==> config.mk <==
export PLATFORM = sky130hd
export DESIGN_NAME = dic_clock_datapath
export DESIGN_NICKNAME = d
export VERILOG_FILES = /design/src/rtl/dic_clock_datapath.sv
export SDC_FILE = /design/constraint.sdc
export NUM_CORES = 1
export LEC_CHECK = 0
export ABC_AREA = 1
export ABC_CLOCK_PERIOD_IN_PS = 1500
export CAP_MARGIN = 20
export CELL_PAD_IN_SITES_DETAIL_PLACEMENT = 0
export CELL_PAD_IN_SITES_GLOBAL_PLACEMENT = 1
export CORE_UTILIZATION = 32
export CTS_BUF_LIST = sky130_fd_sc_hd__clkbuf_2
export DETAILED_ROUTE_END_ITERATION = 12
export PLACE_DENSITY_LB_ADDON = 0.3
export SETUP_SLACK_MARGIN = 0.02
export SYNTH_ARGS = -nofsm -noshare
export SYNTH_HDL_FRONTEND = slang
export SYNTH_SLANG_ARGS = --single-unit
==> constraint.sdc <==
create_clock -name clk -period 1.5 [get_ports clk]
set_clock_uncertainty 0.05 [all_clocks]
set_input_delay 0.3 -clock clk [delete_from_list [all_inputs] [get_ports clk]]
set_output_delay 0.3 -clock clk [all_outputs]
set_load 0.005 [all_outputs]
==> src/rtl/dic_clock_datapath.sv <==
// BCD MM:SS time and alarm datapath for the digital clock: digit loads, seconds counting, alarm match.
// Optional macro DIC_ALARM_LATCH_EN makes alarm_trig sticky until alarm_ena drops, ld_alarm rises or reset.
module dic_clock_datapath #(
  parameter int MAX_MTENS = 5
) (
  input  logic       clk,
  input  logic       rst,
  input  logic       dicRun,
  input  logic       ld_time,
  input  logic       ld_alarm,
  input  logic       dicLdMtens,
  input  logic       dicLdMones,
  input  logic       dicLdStens,
  input  logic       dicLdSones,
  input  logic       valid_num,
  input  logic [3:0] digit,
  input  logic       oneSecStrobe,
  input  logic       alarm_ena,
  output logic [3:0] dicMtens,
  output logic [3:0] dicMones,
  output logic [3:0] dicStens,
  output logic [3:0] dicSones,
  output logic [3:0] alarmMtens,
  output logic [3:0] alarmMones,
  output logic [3:0] alarmStens,
  output logic [3:0] alarmSones,
  output logic       alarm_trig
);

  localparam logic [3:0] MTENS_LIM = 4'(MAX_MTENS);

  // Out-of-range digits are dropped so the register keeps its current value.
  function automatic logic [3:0] load_digit(input logic sel, input logic [3:0] cur,
                                            input logic [3:0] val, input logic [3:0] lim);
    logic [3:0] res;
    if (sel && (val <= lim)) res = val;
    else                     res = cur;
    return res;
  endfunction

  logic [3:0] t_mt_r, t_mo_r, t_st_r, t_so_r;
  logic [3:0] a_mt_r, a_mo_r, a_st_r, a_so_r;
  logic [3:0] t_mt_s, t_mo_s, t_st_s, t_so_s;
  logic [3:0] a_mt_s, a_mo_s, a_st_s, a_so_s;
  logic       load_time_s, load_alarm_s, count_s, match_s, match_r;

  assign load_time_s  = valid_num & ld_time & ~ld_alarm;
  assign load_alarm_s = valid_num & ld_alarm & ~ld_time;
  assign count_s      = dicRun & oneSecStrobe & ~ld_time;
  assign match_s      = ({t_mt_r, t_mo_r, t_st_r, t_so_r} == {a_mt_r, a_mo_r, a_st_r, a_so_r})
                        & alarm_ena & ~ld_time & ~ld_alarm;

  // Time bank next state: load, or one-second increment with the full carry chain in one cycle.
  always_comb begin
    t_mt_s = t_mt_r;
    t_mo_s = t_mo_r;
    t_st_s = t_st_r;
    t_so_s = t_so_r;
    if (load_time_s) begin
      t_mt_s = load_digit(dicLdMtens, t_mt_r, digit, MTENS_LIM);
      t_mo_s = load_digit(dicLdMones, t_mo_r, digit, 4'd9);
      t_st_s = load_digit(dicLdStens, t_st_r, digit, 4'd5);
      t_so_s = load_digit(dicLdSones, t_so_r, digit, 4'd9);
    end else if (count_s) begin
      if (t_so_r >= 4'd9) begin
        t_so_s = 4'd0;
        if (t_st_r >= 4'd5) begin
          t_st_s = 4'd0;
          if (t_mo_r >= 4'd9) begin
            t_mo_s = 4'd0;
            if (t_mt_r >= MTENS_LIM) t_mt_s = 4'd0;
            else                     t_mt_s = t_mt_r + 4'd1;
          end else begin
            t_mo_s = t_mo_r + 4'd1;
          end
        end else begin
          t_st_s = t_st_r + 4'd1;
        end
      end else begin
        t_so_s = t_so_r + 4'd1;
      end
    end else begin
      t_so_s = t_so_r;
    end
  end

  // Alarm bank next state: loads only.
  always_comb begin
    a_mt_s = a_mt_r;
    a_mo_s = a_mo_r;
    a_st_s = a_st_r;
    a_so_s = a_so_r;
    if (load_alarm_s) begin
      a_mt_s = load_digit(dicLdMtens, a_mt_r, digit, MTENS_LIM);
      a_mo_s = load_digit(dicLdMones, a_mo_r, digit, 4'd9);
      a_st_s = load_digit(dicLdStens, a_st_r, digit, 4'd5);
      a_so_s = load_digit(dicLdSones, a_so_r, digit, 4'd9);
    end else begin
      a_so_s = a_so_r;
    end
  end

  // Digit and match registers.
  always_ff @(posedge clk) begin
    if (!rst) begin
      {t_mt_r, t_mo_r, t_st_r, t_so_r} <= 16'h0000;
      {a_mt_r, a_mo_r, a_st_r, a_so_r} <= 16'h0000;
      match_r <= 1'b0;
    end else begin
      {t_mt_r, t_mo_r, t_st_r, t_so_r} <= {t_mt_s, t_mo_s, t_st_s, t_so_s};
      {a_mt_r, a_mo_r, a_st_r, a_so_r} <= {a_mt_s, a_mo_s, a_st_s, a_so_s};
      match_r <= match_s;
    end
  end

`ifdef DIC_ALARM_LATCH_EN
  logic latch_r;

  // Sticky trigger: clear has priority over set.
  always_ff @(posedge clk) begin
    if (!rst)                      latch_r <= 1'b0;
    else if (!alarm_ena || ld_alarm) latch_r <= 1'b0;
    else if (match_r)              latch_r <= 1'b1;
    else                           latch_r <= latch_r;
  end

  assign alarm_trig = match_r | latch_r;
`else
  assign alarm_trig = match_r;
`endif

  assign dicMtens   = t_mt_r;
  assign dicMones   = t_mo_r;
  assign dicStens   = t_st_r;
  assign dicSones   = t_so_r;
  assign alarmMtens = a_mt_r;
  assign alarmMones = a_mo_r;
  assign alarmStens = a_st_r;
  assign alarmSones = a_so_r;

endmodule
---- Yosys cells after proc, flatten, opt, wreduce, memory -nomap -nowiden ----
Index checks and enable logic that the tools add are counted.
W data, S select, Z words.
word-level totals
  bits in registers ....................... 33
  bits in latches ......................... 0
  memory bits (writable) .................. 0
  memory bits (read-only) ................. 0
  input bits .............................. 16
  output and inout bits ................... 33
  logic and storage cells ................. 73
  memories ................................ 0
operators by class
  $add $sub $neg .......................... 4
  multiply operators ...................... 0
  div/mod/pow operators ................... 0
  magnitude comparators ................... 6
  equality and inequality tests ........... 5
  shift-type cells ........................ 0
  muxes and demuxes ....................... 22
  bitwise gates (word level) .............. 11
  reductions and logical operators ........ 16
operators with widths
  operator               count
  $mux W4                22
  $add A4 B1 Y4 const B  4
  $eq A16 B16 Y1         1
  $reduce_and A2 Y1      5
  $and A1 B1 Y1          9
  $ge A4 B3 Y1 const B   2
  $ge A4 B4 Y1 const B   2
  $ne A2 B1 Y1 const B   4
  $reduce_bool A2 Y1     4
  $reduce_and A5 Y1      1
  $le A4 B3 Y1 const B   1
  $le A4 B4 Y1 const B   1
  $logic_and A1 B1 Y1    4
  $reduce_and A4 Y1      1
  $reduce_and A3 Y1      1
  $not A1 Y1             2

---- Longest topological paths before layout ----
Gate-level depths: netlist of the first run.
  depth after elaboration ................. 7
  depth in mapped cells ................... 11
  depth with buffers taken out ............ 11

---- Worst setup path after synthesis of the first run ----
No wires, ideal clock.
  path type ............................... register to register
  start ................................... reg t_so_r[0] (netlist: dicSones[0])
  end ..................................... reg t_mo_r[3] (netlist: dicMones[3])
  setup time .............................. 113 ps
  arrival time ............................ 1255 ps
  required time ........................... 1337 ps
  slack ................................... 82 ps
  stages on the path, launching flop included .. 9
  cells stage by stage .................... dfxtp_1 -> inv_1 -> ha_1 -> nand2_1 -> nand3_1 -> nand2_2 -> nand3_2 -> nor2_1 -> nor2_1
on the way
  cells in the longest elaborated chain, start to end .. 3
RTL lines
  item                                 line  source
  from (decl)                          41    logic [3:0] t_mt_r, t_mo_r, t_st_r, t_so_r;
  from (signal assigned)               110   {t_mt_r, t_mo_r, t_st_r, t_so_r} <= {t_mt_s, t_mo_s, t_st_s, t_so_s};
  $ge A4 B4 Y1                         65    if (t_so_r >= 4'd9) begin
  $reduce_bool A2 Y1 (no source line)  -
  $reduce_and A4 Y1 (no source line)   -
  to (signal assigned)                 110
  to (decl)                            41
Every way passes these cells.
A chain may end at the register's enable or synchronous reset.

---- Worst setup path in the final report of the first run ----
Ends and elaborated chain as after synthesis.

==> flow_summary.ini, run 1 <==
[cts]
clk_path_buf_depth = 2
cts_max_level = 2
ctsHoldBuffers = 0
cts-root-buf = clkbuf_2
worstSkewPairLatency_ns = 0.39
clk_pin_slew_worst_paths_ns = 0.18
cts_made_buffers = 5
cts_tree = yes
cts_sinks = 33

[route]
routed.top_layer = met4
postRouteWirelength_mm = 7.194
viasPerCell = 4.784
ant_nets = 0
wl_met2_mm = 3.361
drt-initial-drc-count = 90
drc = 0
vias = 2392
wl_met1_mm = 3.411
wl_met3_microns = 336
wire_per_inst_microns = 14.39
first_pass_iters = 4

[global_route]
grt_pass1_vias = 2127
grt_pass1_wl_mm = 10.77
antenna_found_initial = 0
gr-total-overflow = 0
grt_max_degree = 26
grtUsageTotal = 0.2199

[outcome]
status = completed

[floorplanning]
dieArea_sq_um = 6552
dieHeight_microns = 80.95
ioPinCount = 49
coreArea_sq_um = 5956
start_util = 0.3349
die_x_microns = 80.95
rows = 28

[logic_synthesis]
ys_seq_area_frac = 0.3312
synthDistinctLibCells = 24
avgSynthCellArea_sq_um = 6.761
ys_warn_count = 0
syn_nets = 323
synthCells = 295
netlist_area_sq_um = 1994
ys_ff_latch = 33

[timing]
grt_setup_unrepaired = true
fin_tns_setup_ns = 0
hold_viol = 0
fmax_mhz = 673.1
setup_violations = 0
drv_slew = 0
hold-worst-slack_ns = 0.2336
slew_headroom = 0.8346
tightest_slew_ns = 0.2462
period_minus_slack_ns = 1.486
post-route-period-util = 0.9904

[worst_hold_path]
hp-class = primary input to flip-flop

[final_layout]
antenna_cells = 0
final_util = 0.5746
nNetsFinal = 452
syn2layout_area_growth_pct = 71.58
drive_gt1_frac = 0.4353
fill_cells = 574

[worst_setup_path]
path_buf_inv = 1
worst_path_most_repeated_cell = nand2_1
slowest_stage = dfxtp_2
start_kind = flip-flop
cp.arrival_ns = 1.74
end_kind = flip-flop
path_cells = buf_4 > ha_2 > nor2_2 > nand2_2 > nand3_2 > nand2_4 > nand3_4 > nand2_1 > nand2_1 > nor2_1
slowest_delay_ns = 0.35
path_max_fanout = 8
path_delay_family = simple AND/OR/NAND/NOR gates
required_ns = 1.76
r2r_slack_ns = 0.01
crit_type = flip-flop to flip-flop

[placed_design]
dp_hpwl_mm = 4.959
port-buffer-count = 48
gp_congestion = 0.8167

[power]
leakage_uw = 0.001691
ir_worst_vdd_v = 0.0003492
powerDensity_nw_per_um2 = 521.9

[flow_run]
drv_cap = 0
where the power goes:
group	internal (uW)	switching (uW)	leakage, uW
logic	216	227	0.00137
clock network	117	320	0.0000327
registers	892	12.8	0.000284
cell families (layout without fill, tap and decap cells):
kind of cell	after synthesis	count (layout)	synth area share
buffers and inverters	46	176	0.09034
flip-flops	33	33	0.3312
adder cells (fa/ha/maj)	12	12	0.07528
XOR/XNOR	13	13	0.05709
AND/OR/NAND/NOR	132	132	0.2905
AO/OA/AOI/OAI	59	59	0.1556
placed cells by master, fill, tap and decap left out, types with 8 or more instances in the layout:
cell	count
a21oi_1	18
buf_4	76
clkdlybuf4s50_1	13
dfxtp_2	26
dlygate4sd2_1	27
inv_1	31
inv_2	11
nand2_1	46
nand2_2	15
nand3_1	12
nor2_1	34
o21ai_0	19
xor2_1	8
cell type report:
cell class / count / area (sq um) / share of cell area
Inverter: 43 / 163.9 / 0.04790
Tap cell: 75 / 93.84 / 0.02742
Clock buffer: 6 / 30.03 / 0.008775
Clock inverter: 2 / 10.01 / 0.002925
Timing Repair Buffer: 125 / 1040 / 0.3038
Multi-Input combinational cell: 216 / 1369 / 0.4000
Sequential cell: 33 / 715.7 / 0.2091
final timing paths:
kind,startpoint,to,cells after the start
worst max-delay path,dicSones[0],dicMones[3],10
worst min-delay path,digit[1],alarmMones[1],3
worst max register to register,dicSones[0],dicMones[3],10
worst min register to register,alarmMtens[0],alarmMtens[0],2
state kept, by name, indices dropped and copies added (netlist names):
signal      count
alarmSones      4
alarmStens      4
alarmMtens      4
alarmMones      4
alarm_trig      1
dicSones        4
dicMtens        4
dicMones        4
dicStens        4
layer usage:
| layer | global-route usage | up-vias |
|---|---|---|
| met5 | 0 | - |
| met4 | 0.05714 | 0 |
| met3 | 0.03146 | 7 |
| met2 | 0.3571 | 61 |
| met1 | 0.3024 | 1119 |
| li1 | - | 1205 |
stage by stage:
stage | worst slack [ns] | cells | area [sq um] | total power (uW)
floorplan | 0.08170 | 295 | 1994 | 1084
global placement | -0.3838 | 461 | 2908 | 1291
detailed placement | -0.3916 | 461 | 2908 | 1292
CTS | 0.01423 | 492 | 3182 | 1738
global route | -0.1307 | 500 | 3422 | 1887
finish | 0.01443 | 500 | 3422 | 1786
cell usage after synthesis:
cell type | instances | area, sq um
nor2_1 | 37 | 138.9
nand3_1 | 16 | 80.08
nand3_2 | 5 | 50.05
o22ai_1 | 3 | 18.77
nand2_2 | 3 | 18.77
o21ai_2 | 1 | 8.760
nand2_1 | 61 | 229.0
dfxtp_1 | 33 | 660.6
a211oi_1 | 1 | 7.510
nand4_1 | 1 | 6.260
clkbuf_1 | 2 | 7.510
o21ai_1 | 4 | 20.02
o211ai_1 | 2 | 15.01
nor2_4 | 1 | 11.26
buf_6 | 1 | 11.26
nor3_1 | 4 | 20.02
o21ai_0 | 25 | 125.1
inv_1 | 37 | 138.9
ha_1 | 12 | 150.1
a21oi_1 | 23 | 115.1
xnor2_1 | 5 | 43.79
nor2_2 | 4 | 25.02
inv_2 | 6 | 22.52
xor2_1 | 8 | 70.07
worst min-delay path: stages:
cell,delay (ns)
dlymetal6s2s_1,0.13
o21ai_0,0.11
a21oi_1,0.10
what timing repair did:
action | in CTS | in global routing
resized for setup | 87 | 60
buffers inserted | 23 | 8
pin swaps | 4 | 25
setup endpoints to repair | 43 | 26
Power figures use the tool's default switching activity.
==> run 2: changes to the inputs <==
--- a/config.mk
+++ b/config.mk
@@ -13,6 +13,7 @@
 export CORE_UTILIZATION = 32
 export CTS_BUF_LIST = sky130_fd_sc_hd__clkbuf_2
 export DETAILED_ROUTE_END_ITERATION = 12
+export GPL_ROUTABILITY_DRIVEN = 0
 export PLACE_DENSITY_LB_ADDON = 0.3
 export SETUP_SLACK_MARGIN = 0.02
 export SYNTH_ARGS = -nofsm -noshare
==> results of run 2 <==
No change in the layout: final DEF, timing and power equal those of run 1.
